## src/rtl/image_pkg.sv

```systemverilog
// Shared definitions for the image buffer read/write stages: config register
// indices and the read-side FSM state encoding.
package image_pkg;

  localparam logic [4:0] CFG_IMG_WR_START  = 5'd2;
  localparam logic [4:0] CFG_IMG_WR_LENGTH = 5'd3;
  localparam logic [4:0] CFG_IMG_RD_START  = 5'd4;
  localparam logic [4:0] CFG_IMG_RD_LENGTH = 5'd5;

  typedef enum logic [1:0] {
    IMG_RD_IDLE  = 2'd0,
    IMG_RD_RUN   = 2'd1,
    IMG_RD_DRAIN = 2'd2
  } img_rd_state_t;

endpackage

```

## src/rtl/image_read_fifo.sv

```systemverilog
// Synchronous FIFO with fall-through head: a push into an empty FIFO is visible
// on the head the same cycle, and bypasses storage when popped immediately.
module image_read_fifo #(
  parameter int WIDTH = 256,
  parameter int DEPTH = 4
) (
  input  logic                           clk,
  input  logic                           rst,
  input  logic                           push_vld,
  input  logic [WIDTH-1:0]               push_dat,
  output logic                           head_vld,
  output logic [WIDTH-1:0]               head_dat,
  input  logic                           pop_rdy,
  output logic [$clog2(DEPTH+1)-1:0]     count
);

  localparam int CW = $clog2(DEPTH + 1);
  localparam int PW = (DEPTH > 1) ? $clog2(DEPTH) : 1;

  logic [WIDTH-1:0] mem [DEPTH];
  logic [PW-1:0]    wptr;
  logic [PW-1:0]    rptr;
  logic             empty;
  logic             bypass;
  logic             do_wr;
  logic             do_rd;

  assign empty    = (count == '0);
  assign head_vld = !empty || push_vld;
  assign head_dat = !empty ? mem[rptr] : (push_vld ? push_dat : '0);
  assign bypass   = empty && push_vld && pop_rdy;
  assign do_wr    = push_vld && !bypass;
  assign do_rd    = pop_rdy && !empty;

  always_ff @(posedge clk) begin
    if (do_wr) mem[wptr] <= push_dat;
  end

  always_ff @(posedge clk) begin
    if (rst) begin
      wptr  <= '0;
      rptr  <= '0;
      count <= '0;
    end else begin
      if (do_wr) wptr <= (wptr == PW'(DEPTH - 1)) ? '0 : wptr + PW'(1);
      if (do_rd) rptr <= (rptr == PW'(DEPTH - 1)) ? '0 : rptr + PW'(1);
      count <= count + CW'(do_wr) - CW'(do_rd);
    end
  end

endmodule

```

## src/rtl/image_read.sv

```systemverilog
// Streams a configured address range of the image buffer to the compute stage.
// First word MEM_LAT+1 cycles after next; reads are credit-limited so a stalled consumer never overflows the return FIFO.
module image_read
  import image_pkg::*;
#(
  parameter int CFG_DWIDTH = 32,
  parameter int CFG_AWIDTH = 5,
  parameter int DEPTH_NB   = 16,
  parameter int IMG_WIDTH  = 16,
  parameter int MEM_AWIDTH = 16,
  parameter int MEM_LAT    = 2
) (
  input  logic                          clk,
  input  logic                          rst,
  input  logic [CFG_DWIDTH-1:0]         cfg_data,
  input  logic [CFG_AWIDTH-1:0]         cfg_addr,
  input  logic                          cfg_valid,
  input  logic                          next,
  output logic                          busy,
  output logic                          rd_val,
  output logic [MEM_AWIDTH-1:0]         rd_addr,
  input  logic [IMG_WIDTH*DEPTH_NB-1:0] rd_data,
  output logic [IMG_WIDTH*DEPTH_NB-1:0] str_img_bus,
  output logic                          str_img_val,
  input  logic                          str_img_rdy
);

  localparam int DW         = IMG_WIDTH * DEPTH_NB;
  localparam int FIFO_DEPTH = MEM_LAT + 2;
  localparam int CW         = $clog2(FIFO_DEPTH + 1);
  localparam int SW         = CW + 1;
  localparam int LW         = MEM_AWIDTH + 1;

  img_rd_state_t         state, state_nxt;
  logic [MEM_AWIDTH-1:0] start_sh, addr, addr_nxt;
  logic [LW-1:0]         len_sh, remaining, rem_nxt;
  logic                  pending, pending_nxt;
  logic [MEM_LAT-1:0]    vpipe;
  logic                  ret_val;
  logic [CW-1:0]         outstanding;
  logic [CW-1:0]         fifo_count;
  logic                  credit_ok;
  logic                  drained;
  logic                  unused_cfg_hi;

  assign unused_cfg_hi = ^cfg_data[CFG_DWIDTH-1:MEM_AWIDTH+1];

  always_ff @(posedge clk) begin
    if (rst) begin
      start_sh <= '0;
      len_sh   <= '0;
    end else if (cfg_valid) begin
      if (cfg_addr == CFG_AWIDTH'(CFG_IMG_RD_START))  start_sh <= cfg_data[MEM_AWIDTH-1:0];
      if (cfg_addr == CFG_AWIDTH'(CFG_IMG_RD_LENGTH)) len_sh   <= cfg_data[MEM_AWIDTH:0];
    end
  end

  // In-flight reads plus buffered words may never exceed the FIFO depth.
  assign credit_ok = ({1'b0, outstanding} + {1'b0, fifo_count}) < SW'(FIFO_DEPTH);
  assign drained   = (outstanding == '0) && (fifo_count == '0);
  assign busy      = (state != IMG_RD_IDLE);
  assign rd_addr   = addr;

  always_comb begin
    state_nxt   = state;
    addr_nxt    = addr;
    rem_nxt     = remaining;
    pending_nxt = pending;
    rd_val      = 1'b0;
    unique case (state)
      IMG_RD_IDLE: begin
        if (next && (len_sh != '0)) begin
          state_nxt = IMG_RD_RUN;
          addr_nxt  = start_sh;
          rem_nxt   = len_sh;
        end
      end
      IMG_RD_RUN: begin
        rd_val = (remaining != '0) && credit_ok;
        if (rd_val) begin
          addr_nxt = addr + MEM_AWIDTH'(1);
          rem_nxt  = remaining - LW'(1);
          if (remaining == LW'(1)) state_nxt = IMG_RD_DRAIN;
        end
      end
      IMG_RD_DRAIN: begin
        if (drained) begin
          pending_nxt = 1'b0;
          if (pending && (len_sh != '0)) begin
            state_nxt = IMG_RD_RUN;
            addr_nxt  = start_sh;
            rem_nxt   = len_sh;
          end else begin
            state_nxt = IMG_RD_IDLE;
          end
        end
      end
      default: state_nxt = IMG_RD_IDLE;
    endcase
    // A launch request during a run is remembered once; extras are dropped.
    if (next && busy) pending_nxt = 1'b1;
  end

  always_ff @(posedge clk) begin
    if (rst) begin
      state     <= IMG_RD_IDLE;
      addr      <= '0;
      remaining <= '0;
      pending   <= 1'b0;
    end else begin
      state     <= state_nxt;
      addr      <= addr_nxt;
      remaining <= rem_nxt;
      pending   <= pending_nxt;
    end
  end

  // Bit MEM_LAT-1 marks the cycle the memory presents data for a read.
  assign ret_val = vpipe[MEM_LAT-1];

  always_ff @(posedge clk) begin
    if (rst) begin
      vpipe       <= '0;
      outstanding <= '0;
    end else begin
      vpipe       <= (vpipe << 1) | MEM_LAT'(rd_val);
      outstanding <= outstanding + CW'(rd_val) - CW'(ret_val);
    end
  end

  image_read_fifo #(
    .WIDTH (DW),
    .DEPTH (FIFO_DEPTH)
  ) u_fifo (
    .clk      (clk),
    .rst      (rst),
    .push_vld (ret_val),
    .push_dat (rd_data),
    .head_vld (str_img_val),
    .head_dat (str_img_bus),
    .pop_rdy  (str_img_rdy),
    .count    (fifo_count)
  );

endmodule

```

## config.mk

```make
export PLATFORM = sky130hd
export DESIGN_NAME = image_read
export DESIGN_NICKNAME = d
export VERILOG_FILES = /design/src/rtl/image_pkg.sv /design/src/rtl/image_read_fifo.sv /design/src/rtl/image_read.sv
export SDC_FILE = /design/constraint.sdc
export NUM_CORES = 1
export LEC_CHECK = 0
export ABC_AREA = 1
export ABC_CLOCK_PERIOD_IN_PS = 19650
export CORE_UTILIZATION = 50
export CTS_BUF_LIST = sky130_fd_sc_hd__clkbuf_8
export DETAILED_ROUTE_END_ITERATION = 12
export GPL_TIMING_DRIVEN = 1
export PLACE_DENSITY = 0.73
export RECOVER_POWER = 100
export SLEW_MARGIN = 20
export SYNTH_ARGS = -nofsm -noshare
export SYNTH_HDL_FRONTEND = slang
export SYNTH_HIERARCHICAL = 1
export SYNTH_SLANG_ARGS = --single-unit
```

## constraint.sdc

```tcl
create_clock -name clk -period 19.65 [get_ports clk]
set_input_delay 3.93 -clock clk [delete_from_list [all_inputs] [get_ports clk]]
set_output_delay 3.93 -clock clk [all_outputs]
set_load 0.01 [all_outputs]
```

==> flow_summary.yaml <==
logic_synthesis:
  synth_top_area_cell: "edfxtp_1"
  synth_area_sq_um: 46700
  postSynthCellCount: 4302
  synth_cell_types: 41
  ys_ff_latch: 1107
  synth_edf_count: 1024
  synthArstFlopShare_pct: 0
  yosysTopAreaCellShare_pct: 65.9
  synthTopCellsByArea: "edfxtp_1 66%, nand2_1 11%, nand3_1 11%"
  synth_warnings: 6
  synth_nets: 4617
  syn_area_per_cell_sq_um: 10.9
  ys.flop_type: "edfxtp_1"
  seq_area_frac_synth_pct: 69.4
drt:
  num_vias: 33677
  wl_mm: 121
  drtPass1Iterations: 5
  ant_nets: 0
  wire_per_inst_um: 19.4
  drc: 0
  drt_iter0_drc: 2717
  vias_per_cell: 5.42
timing:
  worst_slack_ns: 6.12
  slew_viol_final: 1203
  setup_tns_ns: 0
  relSlewSlack_pct: -511
  worst_pin_slew_ns: 9.17
  holdWs_ns: 0.400
  fmax_mhz: 73.9
  min_period_ns: 13.53
  finClkSkew_ns: 0.0349
  hold_viol: 0
  rsz0062_at_grt: "no"
  timing.final.crit_share_pct: 68.9
  finalSetupViolations: 0
run:
  drv_cap: 21
cells_and_area:
  nets: 5109
  fill_cells: 7304
  multi_input_area_sq_um: 12500
  final-seq-area_sq_um: 32400
  syn_to_final_growth_pct: 19.7
  drive_above_1_share_pct: 5.41
  stdcell_count: 6216
power:
  power_density_nw_per_um2: 126
  ir_drop_mv: 0.142
  power.total_w: 0.00701
  p_leak_nw: 21.4
clock_tree:
  clock_path_buffers: 3
  clkLatencyLatePin_ns: 0.85
  post_cts_resized: 0
  root_buffer: "clkbuf_8"
  hold_buffers: 0
  path_clk_slew_ns: 0.06
  htreeDepth: 4
  clock_sinks: 1107
  tritoncts: "built"
  post_cts_buffers: 0
  cts_buffers: 176
placement:
  gp_congestion: 0.845
  dp_hpwl_mm: 65.4
  pre_cts_slack_ns: 10.30
  portBuffers: 557
  dp_cells: 5858
die:
  die_area_sq_um: 94600
  io_pins: 573
  die_w_um: 308
  core_area_sq_um: 92100
  initial_core_util_pct: 50.7
  rows: 111
  die_h_um: 308
critical_path:
  worst_setup_path_start_kind: "input pin"
  slowest_stage: "clkbuf_1"
  worstPathArrival_ns: 13.68
  crit_fanout: 135
  critPathKind: "input pin to flop"
  cp.required_ns: 19.79
  end_kind: "flop"
  max_stage_delay_ns: 6.50
  timing.critical_path.cells: "dlygate4sd3_1 -> nand3_1 -> nand2_1 -> nor2_1 -> clkbuf_1"
global_routing:
  overflow: 0
  grt_max_degree: 269
  grt_antenna_before_repair: 61
  grt_pass1_wl_mm: 184
  track_usage_pct: 25.3
  grt_pass1_vias: 32828
hold_path:
  hold_path_class: "flop to flop"
status:
  status: "finished, violations left"
  violations: "max-capacitance violations, max-slew violations"
==> final timing paths <==
path          startpoint                 end  slack [ns]  depth (start not counted)
max          str_img_rdy  u_fifo/mem[1][192]        6.12                          5
min             vpipe[0]            vpipe[1]        0.40                          2
max reg2reg     vpipe[1]  u_fifo/mem[1][192]        8.60                          4
min reg2reg     vpipe[0]            vpipe[1]        0.40                          2
==> flip-flops by register name (all words and copies together) (netlist names), named ones only <==
signal and cells:
len_sh 17, outstanding 3, pending 1, rd_addr 16
remaining 17, start_sh 16, state 2, u_fifo/count 3
u_fifo/mem 1024, u_fifo/rptr 2, u_fifo/wptr 2, vpipe 2
==> logic make-up after synthesis <==
| kind of cell | after synthesis | synth area share (%) |
|---|---|---|
| AND/OR/NAND/NOR | 2730 | 25.2 |
| buffers and inverters | 355 | 3.76 |
| AO/OA/AOI/OAI | 85 | 0.946 |
| adder cells (fa/ha/maj) | 17 | 0.488 |
| flip-flops | 1107 | 69.4 |
| XOR/XNOR | 8 | 0.150 |
==> worst max-delay path, delay by kind of cell <==
kind / cells / cell delay, ns
and+or+nand+nor: 3 / 2.38
buffers and inverters: 2 / 7.12
==> cell usage in the layout (no fill, tap or decap), types with 25 or more instances in the layout <==
master and instances:
nand2_1 1432, nand3_1 1066, edfxtp_1 1024, dlygate4sd3_1 532
nor2_1 186, clkbuf_8 179, inv_1 137, dfxtp_1 80
o21ai_0 58, diode_2 42, clkinv_1 34, clkdlybuf4s50_1 25
==> report_power, final <==
group | switching (W) | internal, W | leakage, nW
Clock | 0.000885 | 0.000878 | 1.85
Combinational | 0.00166 | 0.000908 | 9.64
Sequential | 0.0000592 | 0.00263 | 9.88
Total | 0.00260 | 0.00441 | 21.4
==> area by class of cell <==
type,instances,area share [%]
inverter,75,0.560
antenna,42,0.188
tap,1243,2.78
multi-input combinational,2840,22.3
clock inverter,136,1.23
timing repair buffer,594,10.5
clock buffer,179,4.41
sequential,1107,58.0
==> cells in the mapped netlist, drive strengths merged, types with 6 or more instances <==
master	n
nand2	1439
dfxtp	83
clkbuf	49
buf	231
ha	15
a21oi	17
nor3	13
nand3	1068
nand4	6
edfxtp	1024
xor2	7
nor2	196
o21ai	60
inv	73
==> layer usage <==
layer	GRT usage (%)	part of all wire (%)	wire [um]	up-vias
met2	41.8	49	59700	1314
met1	30.8	39	47300	16070
li1	-	-	-	16009
met3	6.87	8.1	9750	250
met5	0	0.18	220	-
met4	11.8	3.1	3730	34
==> metrics by stage <==
stage	area, sq um	utilization [%]
after floorplan	46700	-
after global placement	52800	57.3
after detailed placement	52800	57.3
after CTS	55900	60.7
after global routing	55800	60.6
final	55900	60.7
No activity file was read; power rests on OpenSTA's default activity.
